## config.mk

```make
export PLATFORM = sky130hd
export DESIGN_NAME = alu_flags_stage
export DESIGN_NICKNAME = d
export VERILOG_FILES = /design/src/rtl/alu_pkg.sv /design/src/rtl/alu_flags_stage_cond_check.sv /design/src/rtl/alu_flags_stage.sv
export SDC_FILE = /design/constraint.sdc
export NUM_CORES = 1
export LEC_CHECK = 0
export CORE_AREA = 3 3 172 107
export CTS_BUF_LIST = sky130_fd_sc_hd__clkbuf_4 sky130_fd_sc_hd__clkbuf_8 sky130_fd_sc_hd__clkbuf_16
export DETAILED_ROUTE_END_ITERATION = 6
export DIE_AREA = 0 0 175 110
export HOLD_SLACK_MARGIN = 0.02
export REMOVE_ABC_BUFFERS = 1
export SLEW_MARGIN = 40
export SYNTH_ARGS = -nofsm -noshare
export SYNTH_HDL_FRONTEND = slang
export SYNTH_SLANG_ARGS = --single-unit
```

## constraint.sdc

```tcl
create_clock -name clk -period 9.32 [get_ports clk]
set_input_delay 1.398 -clock clk [delete_from_list [all_inputs] [get_ports clk]]
set_output_delay 1.398 -clock clk [all_outputs]
set_load 0.01 [all_outputs]
```

## src/rtl/alu_pkg.sv

```systemverilog
// Shared ALU/condition types for the execute stage and the branch unit.
package alu_pkg;

    typedef enum logic [3:0] {
        OP_AND = 4'd0,  OP_EOR = 4'd1,  OP_SUB = 4'd2,  OP_RSB = 4'd3,
        OP_ADD = 4'd4,  OP_ADC = 4'd5,  OP_SBC = 4'd6,  OP_RSC = 4'd7,
        OP_TST = 4'd8,  OP_TEQ = 4'd9,  OP_CMP = 4'd10, OP_CMN = 4'd11,
        OP_ORR = 4'd12, OP_MOV = 4'd13, OP_BIC = 4'd14, OP_MVN = 4'd15
    } alu_op_t;

    typedef enum logic [3:0] {
        COND_EQ = 4'd0,  COND_NE = 4'd1,  COND_CS = 4'd2,  COND_CC = 4'd3,
        COND_MI = 4'd4,  COND_PL = 4'd5,  COND_VS = 4'd6,  COND_VC = 4'd7,
        COND_HI = 4'd8,  COND_LS = 4'd9,  COND_GE = 4'd10, COND_LT = 4'd11,
        COND_GT = 4'd12, COND_LE = 4'd13, COND_AL = 4'd14, COND_NV = 4'd15
    } cond_t;

    typedef struct packed {
        logic n;
        logic z;
        logic c;
        logic v;
    } flags_t;

    // Compare-class ops always write flags and never write Rd.
    function automatic logic is_compare(input alu_op_t op);
        return (op == OP_TST) || (op == OP_TEQ) || (op == OP_CMP) || (op == OP_CMN);
    endfunction

endpackage

```

## src/rtl/alu_flags_stage_cond_check.sv

```systemverilog
// Combinational ARM condition-field evaluation against an NZCV value.
module cond_check
    import alu_pkg::*;
(
    input  cond_t  cond_i,
    input  flags_t flags_i,
    output logic   pass_o
);

    always_comb begin
        pass_o = 1'b0;
        case (cond_i)
            COND_EQ: pass_o = flags_i.z;
            COND_NE: pass_o = !flags_i.z;
            COND_CS: pass_o = flags_i.c;
            COND_CC: pass_o = !flags_i.c;
            COND_MI: pass_o = flags_i.n;
            COND_PL: pass_o = !flags_i.n;
            COND_VS: pass_o = flags_i.v;
            COND_VC: pass_o = !flags_i.v;
            COND_HI: pass_o = flags_i.c && !flags_i.z;
            COND_LS: pass_o = !flags_i.c || flags_i.z;
            COND_GE: pass_o = (flags_i.n == flags_i.v);
            COND_LT: pass_o = (flags_i.n != flags_i.v);
            COND_GT: pass_o = !flags_i.z && (flags_i.n == flags_i.v);
            COND_LE: pass_o = flags_i.z || (flags_i.n != flags_i.v);
            COND_AL: pass_o = 1'b1;
            default: pass_o = 1'b0;
        endcase
    end

endmodule

```

## src/rtl/alu_flags_stage.sv

```systemverilog
// Execute stage: ARM data-processing ALU, NZCV register and one-entry output register.
// Optional ALU_SQUASH_CNT_EN adds a 32-bit count of condition-failed accepts.
module alu_flags_stage
    import alu_pkg::*;
#(
    parameter int         WIDTH       = 32,
    parameter logic [3:0] FLAGS_RESET = 4'b0000
) (
    input  logic             clk,
    input  logic             reset_n,
    input  logic             in_valid,
    output logic             in_ready,
    input  logic [WIDTH-1:0] rn,
    input  logic [WIDTH-1:0] op2,
    input  logic             shift_c,
    input  logic [3:0]       alu_op,
    input  logic             s_bit,
    input  logic [3:0]       cond,
    output logic             out_valid,
    input  logic             out_ready,
    output logic [WIDTH-1:0] result,
    output logic             rd_we,
    output logic [3:0]       flags
`ifdef ALU_SQUASH_CNT_EN
    ,
    output logic [31:0]      squash_cnt
`endif
);

    alu_op_t          op_e;
    logic             accept;
    logic             pass;

    logic             out_valid_q;
    logic [WIDTH-1:0] result_q, result_d;
    logic             rd_we_q, rd_we_d;
    flags_t           flags_q, flags_d;

    logic [WIDTH-1:0] a_op, b_op, logic_res, op_res;
    logic             cin, arith, carry, ovf;
    logic [WIDTH:0]   sum;

    assign op_e     = alu_op_t'(alu_op);
    assign in_ready = !out_valid_q || out_ready;
    assign accept   = in_valid && in_ready;

    cond_check u_cond_check (
        .cond_i  (cond_t'(cond)),
        .flags_i (flags_q),
        .pass_o  (pass)
    );

    // Subtraction is a + ~b + cin so carry-out is directly NOT borrow.
    always_comb begin
        a_op      = rn;
        b_op      = op2;
        cin       = 1'b0;
        arith     = 1'b1;
        logic_res = '0;
        case (op_e)
            OP_AND, OP_TST: begin arith = 1'b0; logic_res = rn & op2;  end
            OP_EOR, OP_TEQ: begin arith = 1'b0; logic_res = rn ^ op2;  end
            OP_SUB, OP_CMP: begin b_op = ~op2; cin = 1'b1; end
            OP_RSB:         begin a_op = op2; b_op = ~rn; cin = 1'b1; end
            OP_ADD, OP_CMN: ;
            OP_ADC:         cin = flags_q.c;
            OP_SBC:         begin b_op = ~op2; cin = flags_q.c; end
            OP_RSC:         begin a_op = op2; b_op = ~rn; cin = flags_q.c; end
            OP_ORR:         begin arith = 1'b0; logic_res = rn | op2;  end
            OP_MOV:         begin arith = 1'b0; logic_res = op2;       end
            OP_BIC:         begin arith = 1'b0; logic_res = rn & ~op2; end
            OP_MVN:         begin arith = 1'b0; logic_res = ~op2;      end
            default: ;
        endcase
    end

    assign sum    = {1'b0, a_op} + {1'b0, b_op} + {{WIDTH{1'b0}}, cin};
    assign op_res = arith ? sum[WIDTH-1:0] : logic_res;
    assign carry  = arith ? sum[WIDTH] : shift_c;
    assign ovf    = arith ? ((a_op[WIDTH-1] == b_op[WIDTH-1]) && (sum[WIDTH-1] != a_op[WIDTH-1]))
                          : flags_q.v;

    always_comb begin
        result_d = pass ? op_res : '0;
        rd_we_d  = pass && !is_compare(op_e);
        flags_d  = flags_q;
        if (pass && (s_bit || is_compare(op_e))) begin
            flags_d.n = op_res[WIDTH-1];
            flags_d.z = (op_res == '0);
            flags_d.c = carry;
            flags_d.v = ovf;
        end
    end

    always_ff @(posedge clk or negedge reset_n) begin
        if (!reset_n) begin
            out_valid_q <= 1'b0;
            result_q    <= '0;
            rd_we_q     <= 1'b0;
            flags_q     <= flags_t'(FLAGS_RESET);
        end else if (accept) begin
            out_valid_q <= 1'b1;
            result_q    <= result_d;
            rd_we_q     <= rd_we_d;
            flags_q     <= flags_d;
        end else if (out_ready) begin
            out_valid_q <= 1'b0;
        end
    end

    assign out_valid = out_valid_q;
    assign result    = result_q;
    assign rd_we     = rd_we_q;
    assign flags     = flags_q;

`ifdef ALU_SQUASH_CNT_EN
    logic [31:0] squash_q;

    always_ff @(posedge clk or negedge reset_n) begin
        if (!reset_n) begin
            squash_q <= '0;
        end else if (accept && !pass) begin
            squash_q <= squash_q + 32'd1;
        end
    end

    assign squash_cnt = squash_q;
`endif

endmodule

```

==> load_flow_metrics.sql, run 1 <==
INSERT INTO impl_metrics (metric_group, metric, value, unit) VALUES
('outcome', 'status', 'completed', ''),
('floorplan', 'fp.dieW', '175', 'µm'),
('detailed_routing', 'dr.pass1.iters', '5', ''),
('synthesis', 'count_of_state_elements_after_synthesis', '38', ''),
('placement', 'placement.io_buffers', '116', ''),
('global_routing', 'grt_antenna_before_repair', '0', ''),
('cts', 'tritoncts', 'yes', ''),
('sta', 'hold-worst-slack', '0.477', 'ns'),
('layout', 'filler_cell_count', '1757', ''),
('sta', 'finish_stage_setup_viols', '0', ''),
('floorplan', 'die_outline_area', '19300', 'µm²'),
('layout', 'areaGrowthSynthToFinish', '20.1', '%'),
('cts', 'clock_insertion_delay_worst_skew', '0.28', 'ns'),
('sta', 'final-max-slew-violation-count', '0', ''),
('worst_setup_path', 'r2r_setup_slack', '5.45', 'ns'),
('worst_setup_path', 'crit_type', 'in2reg', ''),
('synthesis', 'avgSynthCellArea', '6.83', 'µm²'),
('detailed_routing', 'residual_antenna_violating_net_count_after_detailed_routing', '0', ''),
('worst_setup_path', 'timing.rr.end', 'flags[2]$_DFFE_PN0P_', ''),
('floorplan', 'io_pins', '117', ''),
('worst_setup_path', 'critical_path.startpoint', 'alu_op[2]', ''),
('synthesis', 'synth_cells', '1012', ''),
('worst_setup_path', 'r2r_start', 'flags[1]$_DFFE_PN0P_', ''),
('worst_setup_path', 'slowest_stage', 'sky130_fd_sc_hd__clkdlybuf4s50_1', ''),
('global_routing', 'global_route.peak_usage_layer', 'met1', ''),
('placement', 'dpl.hpwl', '19.4', 'mm'),
('worst_setup_path', 'max_stage_delay', '0.82', 'ns'),
('power', 'power.leakage', '3.59', 'nW'),
('detailed_routing', 'drt-total-wl', '25.8', 'mm'),
('floorplan', 'initial_core_utilization', '40.8', '%'),
('layout', 'ratio_of_cells_with_drive_above_1_in_the_final_layout', '5.00', '%'),
('floorplan', 'core_area', '16900', 'µm²'),
('sta', 'fin_worst_skew', '0.00894', 'ns'),
('worst_setup_path', 'cp_data_arrival_time', '6.46', 'ns'),
('floorplan', 'std_cell_rows', '37', ''),
('synthesis', 'distinct_cell_type_count_of_the_synthesized_netlist', '85', ''),
('worst_setup_path', 'endpoint', 'flags[2]$_DFFE_PN0P_', ''),
('cts', 'cts-buffers-inserted', '5', ''),
('global_routing', 'number_of_global_route_vias_before_repair', '6690', ''),
('synthesis', 'synth-main-ff-cell', 'sky130_fd_sc_hd__dfrtp_1', ''),
('worst_hold_path', 'timing.hold.worst.class', 'reg2reg', ''),
('synthesis', 'synthDominantCellAreaShare', '13.8', '%'),
('detailed_routing', 'post_drt_wl_per_cell', '19.6', 'µm'),
('placement', 'preCtsSetupSlack', '2.83', 'ns'),
('worst_setup_path', 'end_kind', 'flip-flop', ''),
('cts', 'tritoncts_num_sinks', '38', ''),
('global_routing', 'grt_util_met3', '5.07', '%'),
('global_routing', 'largest_net_degree_at_the_start_of_global_routing', '60', ''),
('cts', 'cts-root-buf', 'sky130_fd_sc_hd__clkbuf_16', ''),
('layout', 'layout.cells.most_common', 'sky130_fd_sc_hd__nand2_1', ''),
('layout', 'antenna-diode-count', '0', ''),
('sta', 'max_slew.worst_pin.slew', '0.886', 'ns'),
('power', 'powerDensity', '128', 'nW/µm²'),
('sta', 'post-route-period-util', '67.0', '%'),
('worst_setup_path', 'critical_path_required', '9.54', 'ns'),
('synthesis', 'synth_area_leaders', 'sky130_fd_sc_hd__dfrtp_1 (14%), sky130_fd_sc_hd__ha_1 (11%), sky130_fd_sc_hd__o21ai_0 (11%), sky130_fd_sc_hd__nand2_1 (8.6%), sky130_fd_sc_hd__a21oi_1 (4.8%)', ''),
('power', 'worst_ir_drop_vdd', '0.0000696', 'V'),
('synthesis', 'synth_sequential_area_ratio', '13.8', '%'),
('global_routing', 'grt.total_usage', '26.2', '%'),
('synthesis', 'post_synth_top_area_cell', 'sky130_fd_sc_hd__dfrtp_1', ''),
('sta', 'timing.setup.tns', '0', 'ns'),
('job', 'max_cap_viol_count', '0', ''),
('synthesis', 'synth_enable_flop_cells', '0', ''),
('detailed_routing', 'via_count', '7907', ''),
('placement', 'finalWeightedCongestion', '0.953', ''),
('sta', 'maxClockFrequency', '160', 'MHz'),
('cts', 'cts.reportedPaths.clkPinSlew', '0.06', 'ns'),
('cts', 'clock_tree.buffer_depth', '2', ''),
('global_routing', 'globalRouteMet2Util', '34.0', '%'),
('global_routing', 'grt_pass1_wl', '40.0', 'mm'),
('floorplan', 'die_h', '110', 'µm');
[worst max-delay path, delay by kind of cell]
kind / cells / cell delay [ns]
fa+ha+maj: 2 / 0.69
compound gates: 6 / 1.32
simple gates: 10 / 1.82
buf+inv: 3 / 1.20
[through the flow]
stage,instances,power [W],util (%),cell area [µm²]
after floorplan,942,0.000613,-,6610
after global placement,1306,0.000888,48.2,8160
after detailed placement,1306,0.000892,48.2,8170
after CTS,1313,0.00105,49.0,8300
after global routing,1313,0.00114,49.0,8300
final,1313,0.00106,49.0,8300
[registers in the layout, indices dropped and copies added, names as in the netlist]
register and cells:
result 32, flags 4, out_valid 1, rd_we 1
[area by class of cell]
class | count | area [µm²] | area share [%]
clock buffers | 5 | 125 | 1.51
clock inverters | 2 | 10.0 | 0.121
inverters | 76 | 285 | 3.44
multi-input cells | 828 | 5380 | 64.8
flip-flops and latches | 38 | 951 | 11.5
well taps | 234 | 293 | 3.53
repair buffers | 130 | 1260 | 15.2
[how the worst min path moves through the flow]
stage          cells after the start  slack, ns                   start                      to
2_1_floorplan                      2       0.51  result[16]$_DFFE_PN0P_  result[16]$_DFFE_PN0P_
3_3_place_gp                       2       0.45  result[16]$_DFFE_PN0P_  result[16]$_DFFE_PN0P_
3_5_place_dp                       2       0.47  result[16]$_DFFE_PN0P_  result[16]$_DFFE_PN0P_
4_1_cts                            2       0.48  result[16]$_DFFE_PN0P_  result[16]$_DFFE_PN0P_
5_1_grt                            2       0.50   result[6]$_DFFE_PN0P_   result[6]$_DFFE_PN0P_
6_report                           2       0.48   result[6]$_DFFE_PN0P_   result[6]$_DFFE_PN0P_
[layer usage]
layer | vias to the layer above | share of wire, %
met3 | 17 | 11
met2 | 412 | 36
li1 | 3876 | -
met4 | 0 | 0.88
met5 | - | 0
met1 | 3602 | 52
[cells by family after synthesis]
logic type,count (synthesis),share of synthesized area [%]
xor+xnor,21,2.66
buf+inv,146,8.51
mux,22,3.37
flops,38,13.8
simple gates,327,22.6
compound gates,393,37.2
fa+ha+maj,65,12.0
[synthesized netlist by cell type, types with 4 or more instances]
cell                       number
sky130_fd_sc_hd__o211ai_1      14
sky130_fd_sc_hd__a22o_1        22
sky130_fd_sc_hd__clkbuf_1      44
sky130_fd_sc_hd__o21a_1         4
sky130_fd_sc_hd__nor2b_1        7
sky130_fd_sc_hd__or3_1          8
sky130_fd_sc_hd__a32oi_1        5
sky130_fd_sc_hd__xnor2_1        6
sky130_fd_sc_hd__nor4_1         9
sky130_fd_sc_hd__a21o_1        13
sky130_fd_sc_hd__o31ai_1        5
sky130_fd_sc_hd__nor3b_1        7
sky130_fd_sc_hd__nand2b_1      11
sky130_fd_sc_hd__nand2_1      158
sky130_fd_sc_hd__a211o_1        4
sky130_fd_sc_hd__a211oi_1      20
sky130_fd_sc_hd__nor2_1        45
sky130_fd_sc_hd__nor3_1        15
sky130_fd_sc_hd__dfrtp_1       38
sky130_fd_sc_hd__a21oi_1       66
sky130_fd_sc_hd__nor4b_1        5
sky130_fd_sc_hd__buf_2         20
sky130_fd_sc_hd__nand3_1       17
sky130_fd_sc_hd__mux2_2        10
sky130_fd_sc_hd__a221oi_1      11
sky130_fd_sc_hd__ha_1          63
sky130_fd_sc_hd__inv_1         75
sky130_fd_sc_hd__o21ai_1        6
sky130_fd_sc_hd__nand4_1       16
sky130_fd_sc_hd__o21bai_1       4
sky130_fd_sc_hd__a22oi_1        4
sky130_fd_sc_hd__o221ai_1       7
sky130_fd_sc_hd__o22ai_1        9
sky130_fd_sc_hd__buf_1          4
sky130_fd_sc_hd__mux2i_1       12
sky130_fd_sc_hd__or2_2          4
sky130_fd_sc_hd__o21ai_0      150
sky130_fd_sc_hd__and3_1         6
sky130_fd_sc_hd__a31oi_1        5
sky130_fd_sc_hd__xor2_1        15
[where the power goes]
| group | switching, W | internal (W) | total (W) | leakage (nW) |
|---|---|---|---|---|
| combinational | 0.000379 | 0.000285 | 0.000664 | 3.02 |
| sequential | 0.0000352 | 0.000205 | 0.000240 | 0.494 |
| clock | 0.0000640 | 0.0000965 | 0.000160 | 0.0694 |
| total | 0.000478 | 0.000586 | 0.00106 | 3.59 |
No activity file was read; power rests on OpenSTA's default activity.
==> run 2, diff against run 1 <==
Clock period 9.32 ns to 6.3 ns, I/O delays scaled along.
==> load_flow_metrics.sql, run 2 (same netlist as run 1, synthesis figures left out) <==
INSERT INTO impl_metrics (metric_group, metric, value, unit) VALUES
('outcome', 'status', 'completed', ''),
('worst_setup_path', 'r2r_start', 'flags[1]$_DFFE_PN0P_', ''),
('sta', 'finalWorstPathRequiredPeriod', '5.32', 'ns'),
('global_routing', 'grt_pass1_wl', '40.5', 'mm'),
('cts', 'cts-root-buf', 'sky130_fd_sc_hd__clkbuf_16', ''),
('worst_setup_path', 'crit_type', 'in2reg', ''),
('power', 'power.leakage', '3.63', 'nW'),
('global_routing', 'grt_overflow_total', '0', ''),
('layout', 'ratio_of_cells_with_drive_above_1_in_the_final_layout', '5.54', '%'),
('cts', 'postCtsResizedCells', '0', ''),
('floorplan', 'die_outline_area', '19300', 'µm²'),
('detailed_routing', 'dr.pass1.iters', '6', ''),
('detailed_routing', 'via_count', '7983', ''),
('sta', 'timing.setup.tns', '0', 'ns'),
('sta', 'timing.final.hold_violations', '0', ''),
('layout', 'filler_cell_count', '1712', ''),
('sta', 'final-max-slew-violation-count', '0', ''),
('placement', 'placement.io_buffers', '116', ''),
('cts', 'cts.reportedPaths.clkPinSlew', '0.06', 'ns'),
('cts', 'clock_insertion_delay_worst_skew', '0.28', 'ns'),
('layout', 'layout.cells.most_common', 'sky130_fd_sc_hd__nand2_1', ''),
('worst_setup_path', 'startpoint_class_of_the_critical_path', 'input pin', ''),
('floorplan', 'fp.dieW', '175', 'µm'),
('sta', 'grt_setup_unrepaired', 'false', ''),
('floorplan', 'io_pins', '117', ''),
('worst_hold_path', 'hold_depth', '2', ''),
('placement', 'dpl.hpwl', '20.0', 'mm'),
('floorplan', 'die_h', '110', 'µm'),
('sta', 'worst_slew_margin_rel', '38.2', '%'),
('sta', 'finish_stage_setup_viols', '0', ''),
('layout', 'leading_cell_types_in_the_layout_fill_and_taps_excluded', 'sky130_fd_sc_hd__nand2_1 (158), sky130_fd_sc_hd__o21ai_0 (150), sky130_fd_sc_hd__clkdlybuf4s50_1 (114), sky130_fd_sc_hd__inv_1 (75), sky130_fd_sc_hd__a21oi_1 (66)', ''),
('worst_setup_path', 'crit_path_max_fanout', '57', ''),
('cts', 'tritoncts_num_sinks', '38', ''),
('sta', 'post-route-period-util', '84.5', '%'),
('layout', 'multi_input_gate_area_in_the_final_layout', '5390', 'µm²'),
('detailed_routing', 'residual_antenna_violating_net_count_after_detailed_routing', '0', ''),
('worst_hold_path', 'hold_path_end', 'result[22]$_DFFE_PN0P_', ''),
('global_routing', 'number_of_global_route_vias_before_repair', '6809', ''),
('power', 'worst_ir_drop_vdd', '0.000119', 'V'),
('cts', 'post_cts_buffers', '0', ''),
('floorplan', 'core_area', '16900', 'µm²'),
('placement', 'finalWeightedCongestion', '0.977', ''),
('power', 'powerDensity', '201', 'nW/µm²'),
('layout', 'antenna-diode-count', '0', ''),
('sta', 'fin_worst_skew', '0.00285', 'ns'),
('detailed_routing', 'dr.first_iter.drc_count', '1025', ''),
('layout', 'areaGrowthSynthToFinish', '21.5', '%'),
('global_routing', 'grt_antenna_before_repair', '0', ''),
('cts', 'cts_hold_buf', '0', ''),
('global_routing', 'grt.total_usage', '26.4', '%'),
('floorplan', 'initial_core_utilization', '40.8', '%'),
('sta', 'maxClockFrequency', '188', 'MHz'),
('job', 'max_cap_viol_count', '0', ''),
('floorplan', 'std_cell_rows', '37', ''),
('detailed_routing', 'drt-total-wl', '26.4', 'mm'),
('detailed_routing', 'dr_vias_cell', '6.06', ''),
('detailed_routing', 'drc', '0', ''),
('sta', 'hold-worst-slack', '0.476', 'ns'),
('global_routing', 'largest_net_degree_at_the_start_of_global_routing', '58', ''),
('worst_hold_path', 'timing.hold.worst.class', 'reg2reg', ''),
('detailed_routing', 'post_drt_wl_per_cell', '20.0', 'µm'),
('worst_setup_path', 'timing.rr.end', 'flags[2]$_DFFE_PN0P_', ''),
('worst_setup_path', 'cp_data_arrival_time', '5.54', 'ns'),
('worst_setup_path', 'critical_path_required', '6.52', 'ns'),
('layout', 'final_nets', '1226', ''),
('cts', 'tritoncts', 'yes', ''),
('worst_hold_path', 'worst_hold_startpoint', 'result[22]$_DFFE_PN0P_', ''),
('cts', 'htree_levels', '2', ''),
('cts', 'clock_tree.buffer_depth', '2', ''),
('cts', 'cts-buffers-inserted', '5', ''),
('worst_setup_path', 'end_kind', 'flip-flop', ''),
('layout', 'largest_register_ff_count', '32', ''),
('sta', 'max_slew.worst_pin.slew', '0.919', 'ns'),
('worst_setup_path', 'r2r_setup_slack', '2.28', 'ns'),
('layout', 'final-seq-area', '951', 'µm²'),
('worst_setup_path', 'r2r.worst_path.cells', '16', '');
-- run 2: cell type report --
cell class,count,share of cell area [%]
Sequential cell,38,11.3
Clock inverter,2,0.715
Timing Repair Buffer,134,15.3
Clock buffer,6,1.65
Tap cell,234,3.48
Inverter,76,3.40
Multi-Input combinational cell,828,64.1
-- run 2: worst max-delay path by stage --
stage	startpoint	end
4_1_cts	alu_op[0]	flags[2]$_DFFE_PN0P_
3_3_place_gp	alu_op[0]	flags[2]$_DFFE_PN0P_
6_report	alu_op[0]	flags[2]$_DFFE_PN0P_
3_5_place_dp	alu_op[0]	flags[2]$_DFFE_PN0P_
2_1_floorplan	alu_op[0]	flags[2]$_DFFE_PN0P_
5_1_grt	alu_op[0]	flags[2]$_DFFE_PN0P_
-- run 2: report_power, final --
group          internal, W  switching (W)  total, W
combinational     0.000424       0.000576  0.000999
clock             0.000238      0.0000964  0.000334
sequential        0.000303      0.0000482  0.000351
total             0.000965       0.000720   0.00168
-- run 2: layer usage --
metal,vias to the layer above,part of all wire [%],global-route usage [%]
met5,-,0,0
met4,0,0.67,3.92
met3,16,12,5.54
met2,456,37,35.1
met1,3625,51,42.9
li1,3886,-,-
-- run 2: worst max-delay path: stages --
cell and delay (ns):
sky130_fd_sc_hd__clkdlybuf4s50_1 0.67, sky130_fd_sc_hd__nand2_1 0.26, sky130_fd_sc_hd__or2_2 0.38, sky130_fd_sc_hd__buf_4 0.28, sky130_fd_sc_hd__nand2_1 0.12, sky130_fd_sc_hd__o21ai_0 0.09
sky130_fd_sc_hd__ha_1 0.36, sky130_fd_sc_hd__and2_4 0.19, sky130_fd_sc_hd__a221oi_2 0.43, sky130_fd_sc_hd__a211oi_1 0.18, sky130_fd_sc_hd__o311ai_1 0.32, sky130_fd_sc_hd__nand3_1 0.25
sky130_fd_sc_hd__nor4_1 0.31, sky130_fd_sc_hd__nand4_1 0.14, sky130_fd_sc_hd__nor4_1 0.38, sky130_fd_sc_hd__nand4_1 0.14, sky130_fd_sc_hd__nand2_1 0.09
-- run 2: stage by stage --
step	utilization (%)	cells	total power (W)	cell area, µm²	worst slack, ns
after floorplan	-	942	0.000907	6610	0.888
after global placement	48.4	1310	0.00133	8200	0.796
after detailed placement	48.4	1310	0.00133	8200	0.762
after CTS	49.6	1318	0.00166	8400	1.06
after global routing	49.6	1318	0.00179	8400	0.688
final	49.6	1318	0.00168	8400	0.979
==> run 3, diff against run 2 <==
Clock period 6.3 ns to 5.5 ns, I/O delays scaled along.
==> load_flow_metrics.sql, run 3 (same netlist as run 1, synthesis figures left out) <==
INSERT INTO impl_metrics (metric_group, metric, value, unit) VALUES
('global_routing', 'grt_pass1_wl', '41.7', 'mm'),
('global_routing', 'grt_overflow_total', '0', ''),
('sta', 'final-max-slew-violation-count', '0', ''),
('sta', 'timing.final.hold_violations', '0', ''),
('placement', 'finalWeightedCongestion', '0.956', ''),
('layout', 'layout.cells.most_common', 'sky130_fd_sc_hd__nand2_1', ''),
('power', 'internal_power', '0.00104', 'W'),
('cts', 'tritoncts', 'yes', ''),
('detailed_routing', 'dr.first_iter.drc_count', '825', ''),
('sta', 'max_slew.worst_pin.slew', '0.817', 'ns'),
('worst_setup_path', 'max_stage_delay', '0.62', 'ns'),
('global_routing', 'grt.total_usage', '27.1', '%'),
('cts', 'post_cts_buffers', '0', ''),
('detailed_routing', 'drc', '0', ''),
('sta', 'maxClockFrequency', '195', 'MHz'),
('floorplan', 'die_h', '110', 'µm'),
('layout', 'leading_cell_types_in_the_layout_fill_and_taps_excluded', 'sky130_fd_sc_hd__nand2_1 (158), sky130_fd_sc_hd__o21ai_0 (150), sky130_fd_sc_hd__clkdlybuf4s50_1 (114), sky130_fd_sc_hd__inv_1 (75), sky130_fd_sc_hd__a21oi_1 (66)', ''),
('cts', 'cts.reportedPaths.clkPinSlew', '0.06', 'ns'),
('power', 'power.sequential.fraction', '21.5', '%'),
('cts', 'clock_tree.buffer_depth', '2', ''),
('global_routing', 'largest_net_degree_at_the_start_of_global_routing', '58', ''),
('floorplan', 'io_pins', '117', ''),
('floorplan', 'initial_core_utilization', '40.8', '%'),
('detailed_routing', 'residual_antenna_violating_net_count_after_detailed_routing', '0', ''),
('cts', 'cts-buffers-inserted', '5', ''),
('floorplan', 'fp.dieW', '175', 'µm'),
('cts', 'clock_insertion_delay_worst_skew', '0.27', 'ns'),
('worst_setup_path', 'end_kind', 'flip-flop', ''),
('worst_setup_path', 'crit_type', 'in2reg', ''),
('layout', 'post-route-util', '50.5', '%'),
('detailed_routing', 'via_count', '8100', ''),
('global_routing', 'grt_antenna_before_repair', '1', ''),
('placement', 'dpl.hpwl', '20.6', 'mm'),
('placement', 'placement.io_buffers', '116', ''),
('worst_setup_path', 'slowest_stage', 'sky130_fd_sc_hd__clkdlybuf4s50_1', ''),
('power', 'power.leakage', '3.73', 'nW'),
('layout', 'areaGrowthSynthToFinish', '23.7', '%'),
('layout', 'antenna-diode-count', '0', ''),
('worst_setup_path', 'crit_path_max_fanout', '32', ''),
('job', 'max_cap_viol_count', '0', ''),
('worst_setup_path', 'startpoint_class_of_the_critical_path', 'input pin', ''),
('power', 'worst_ir_drop_vdd', '0.000121', 'V'),
('power', 'sw_ratio', '44.4', '%'),
('sta', 'finalWorstPathRequiredPeriod', '5.13', 'ns'),
('detailed_routing', 'dr.pass1.iters', '5', ''),
('layout', 'final_nets', '1247', ''),
('worst_hold_path', 'timing.hold.worst.class', 'reg2reg', ''),
('power', 'switching_power_total', '0.000830', 'W'),
('cts', 'postCtsResizedCells', '0', ''),
('global_routing', 'number_of_global_route_vias_before_repair', '7009', ''),
('cts', 'htree_levels', '2', ''),
('worst_setup_path', 'critical_path_required', '5.71', 'ns'),
('sta', 'worst_slew_margin_rel', '45.4', '%'),
('worst_setup_path', 'path_cells', 'clkdlybuf4s50_1 > inv_2 > and3_1 > buf_4 > o21ai_0 > o21ai_0 > fa_1 > inv_1 > fa_1 > nand2b_1 > a21oi_1 > o21ai_2 > o311ai_1 > nand2_1 > and4b_1 > or3_1 > nor4b_1 > nand4_1 > nand2_1', ''),
('power', 'clockPowerShare', '15.3', '%'),
('detailed_routing', 'post_drt_wl_per_cell', '20.0', 'µm'),
('cts', 'cts-root-buf', 'sky130_fd_sc_hd__clkbuf_16', ''),
('sta', 'fin_worst_skew', '0.00172', 'ns'),
('worst_setup_path', 'cp_data_arrival_time', '5.35', 'ns'),
('sta', 'grt_setup_unrepaired', 'false', ''),
('cts', 'tritoncts_num_sinks', '38', ''),
('sta', 'hold-worst-slack', '0.467', 'ns'),
('placement', 'place.detailed.instances', '1331', ''),
('power', 'powerDensity', '219', 'nW/µm²'),
('layout', 'largest_register_ff_count', '32', ''),
('sta', 'finish_stage_setup_viols', '0', ''),
('sta', 'timing.setup.tns', '0', 'ns'),
('floorplan', 'die_outline_area', '19300', 'µm²'),
('detailed_routing', 'dr_vias_cell', '6.05', ''),
('cts', 'cts_hold_buf', '0', ''),
('power', 'design_power_total', '0.00187', 'W'),
('sta', 'post-route-period-util', '93.3', '%'),
('floorplan', 'core_area', '16900', 'µm²'),
('layout', 'ratio_of_cells_with_drive_above_1_in_the_final_layout', '7.42', '%'),
('layout', 'fin_cells', '1339', ''),
('power', 'power.share.combinational', '63.2', '%'),
('outcome', 'status', 'completed', ''),
('detailed_routing', 'drt-total-wl', '26.8', 'mm'),
('floorplan', 'std_cell_rows', '37', '');
## run 3: cell count changes in the layout (fill, tap and decap cells not counted), sizes merged
cell / before / now
bufinv: 2 / 0
clkinv: 0 / 1
clkinvlp: 0 / 1
buf: 20 / 41
## run 3: metrics by stage
stage / cell area, µm² / setup WS (ns)
floorplan: 6610 / 0.208
global placement: 8370 / 0.342
detailed placement: 8400 / 0.183
CTS: 8550 / 0.457
global route: 8550 / 0.0751
finish: 8550 / 0.367
## run 3: worst paths after layout
check | start | end | slack [ns] | cells after the start
setup / recovery | alu_op[0] | flags[2]$_DFFE_PN0P_ | 0.37 | 19
max in group asynchronous | reset_n | result[6]$_DFFE_PN0P_ | 4.50 | 2
setup reg to reg | flags[1]$_DFFE_PN0P_ | flags[2]$_DFFE_PN0P_ | 1.49 | 16
hold / removal | result[16]$_DFFE_PN0P_ | result[16]$_DFFE_PN0P_ | 0.47 | 2
min in group asynchronous | reset_n | flags[3]$_DFFE_PN0P_ | 0.53 | 1
hold reg to reg | result[16]$_DFFE_PN0P_ | result[16]$_DFFE_PN0P_ | 0.47 | 2
## run 3: cell type report
type / instances / area, µm²
clock inverters: 2 / 12.5
fillers: 1717 / 8390
inverters: 76 / 285
repair buffers: 155 / 1490
clock buffers: 6 / 139
well taps: 234 / 293
multi-input cells: 828 / 5380
flip-flops and latches: 38 / 951
## run 3: worst max-delay path, delay by kind of cell
kind                     cells  cell delay (ns)
AND/OR/NAND/NOR              8             1.61
adder cells (fa/ha/maj)      2             0.71
AO/OA/AOI/OAI                5             1.03
buffers and inverters        4             1.16
## run 3: layer usage
layer | global-route usage [%] | part of all wire, % | vias to the layer above
met5 | 0 | 0 | -
met4 | 3.36 | 0.71 | 0
met3 | 5.65 | 12 | 15
met2 | 35.6 | 36 | 435
met1 | 44.7 | 52 | 3734
li1 | - | - | 3916
## run 3: power groups by stage
stage	sequential [W]	combinational [W]	clock, W
5_1_grt	0.000412	0.00129	0.000299
6_report	0.000402	0.00118	0.000287
3_5_place_dp	0.000407	0.00115	0
2_1_floorplan	0.000425	0.000614	0
4_1_cts	0.000402	0.00116	0.000290
3_3_place_gp	0.000408	0.00114	0
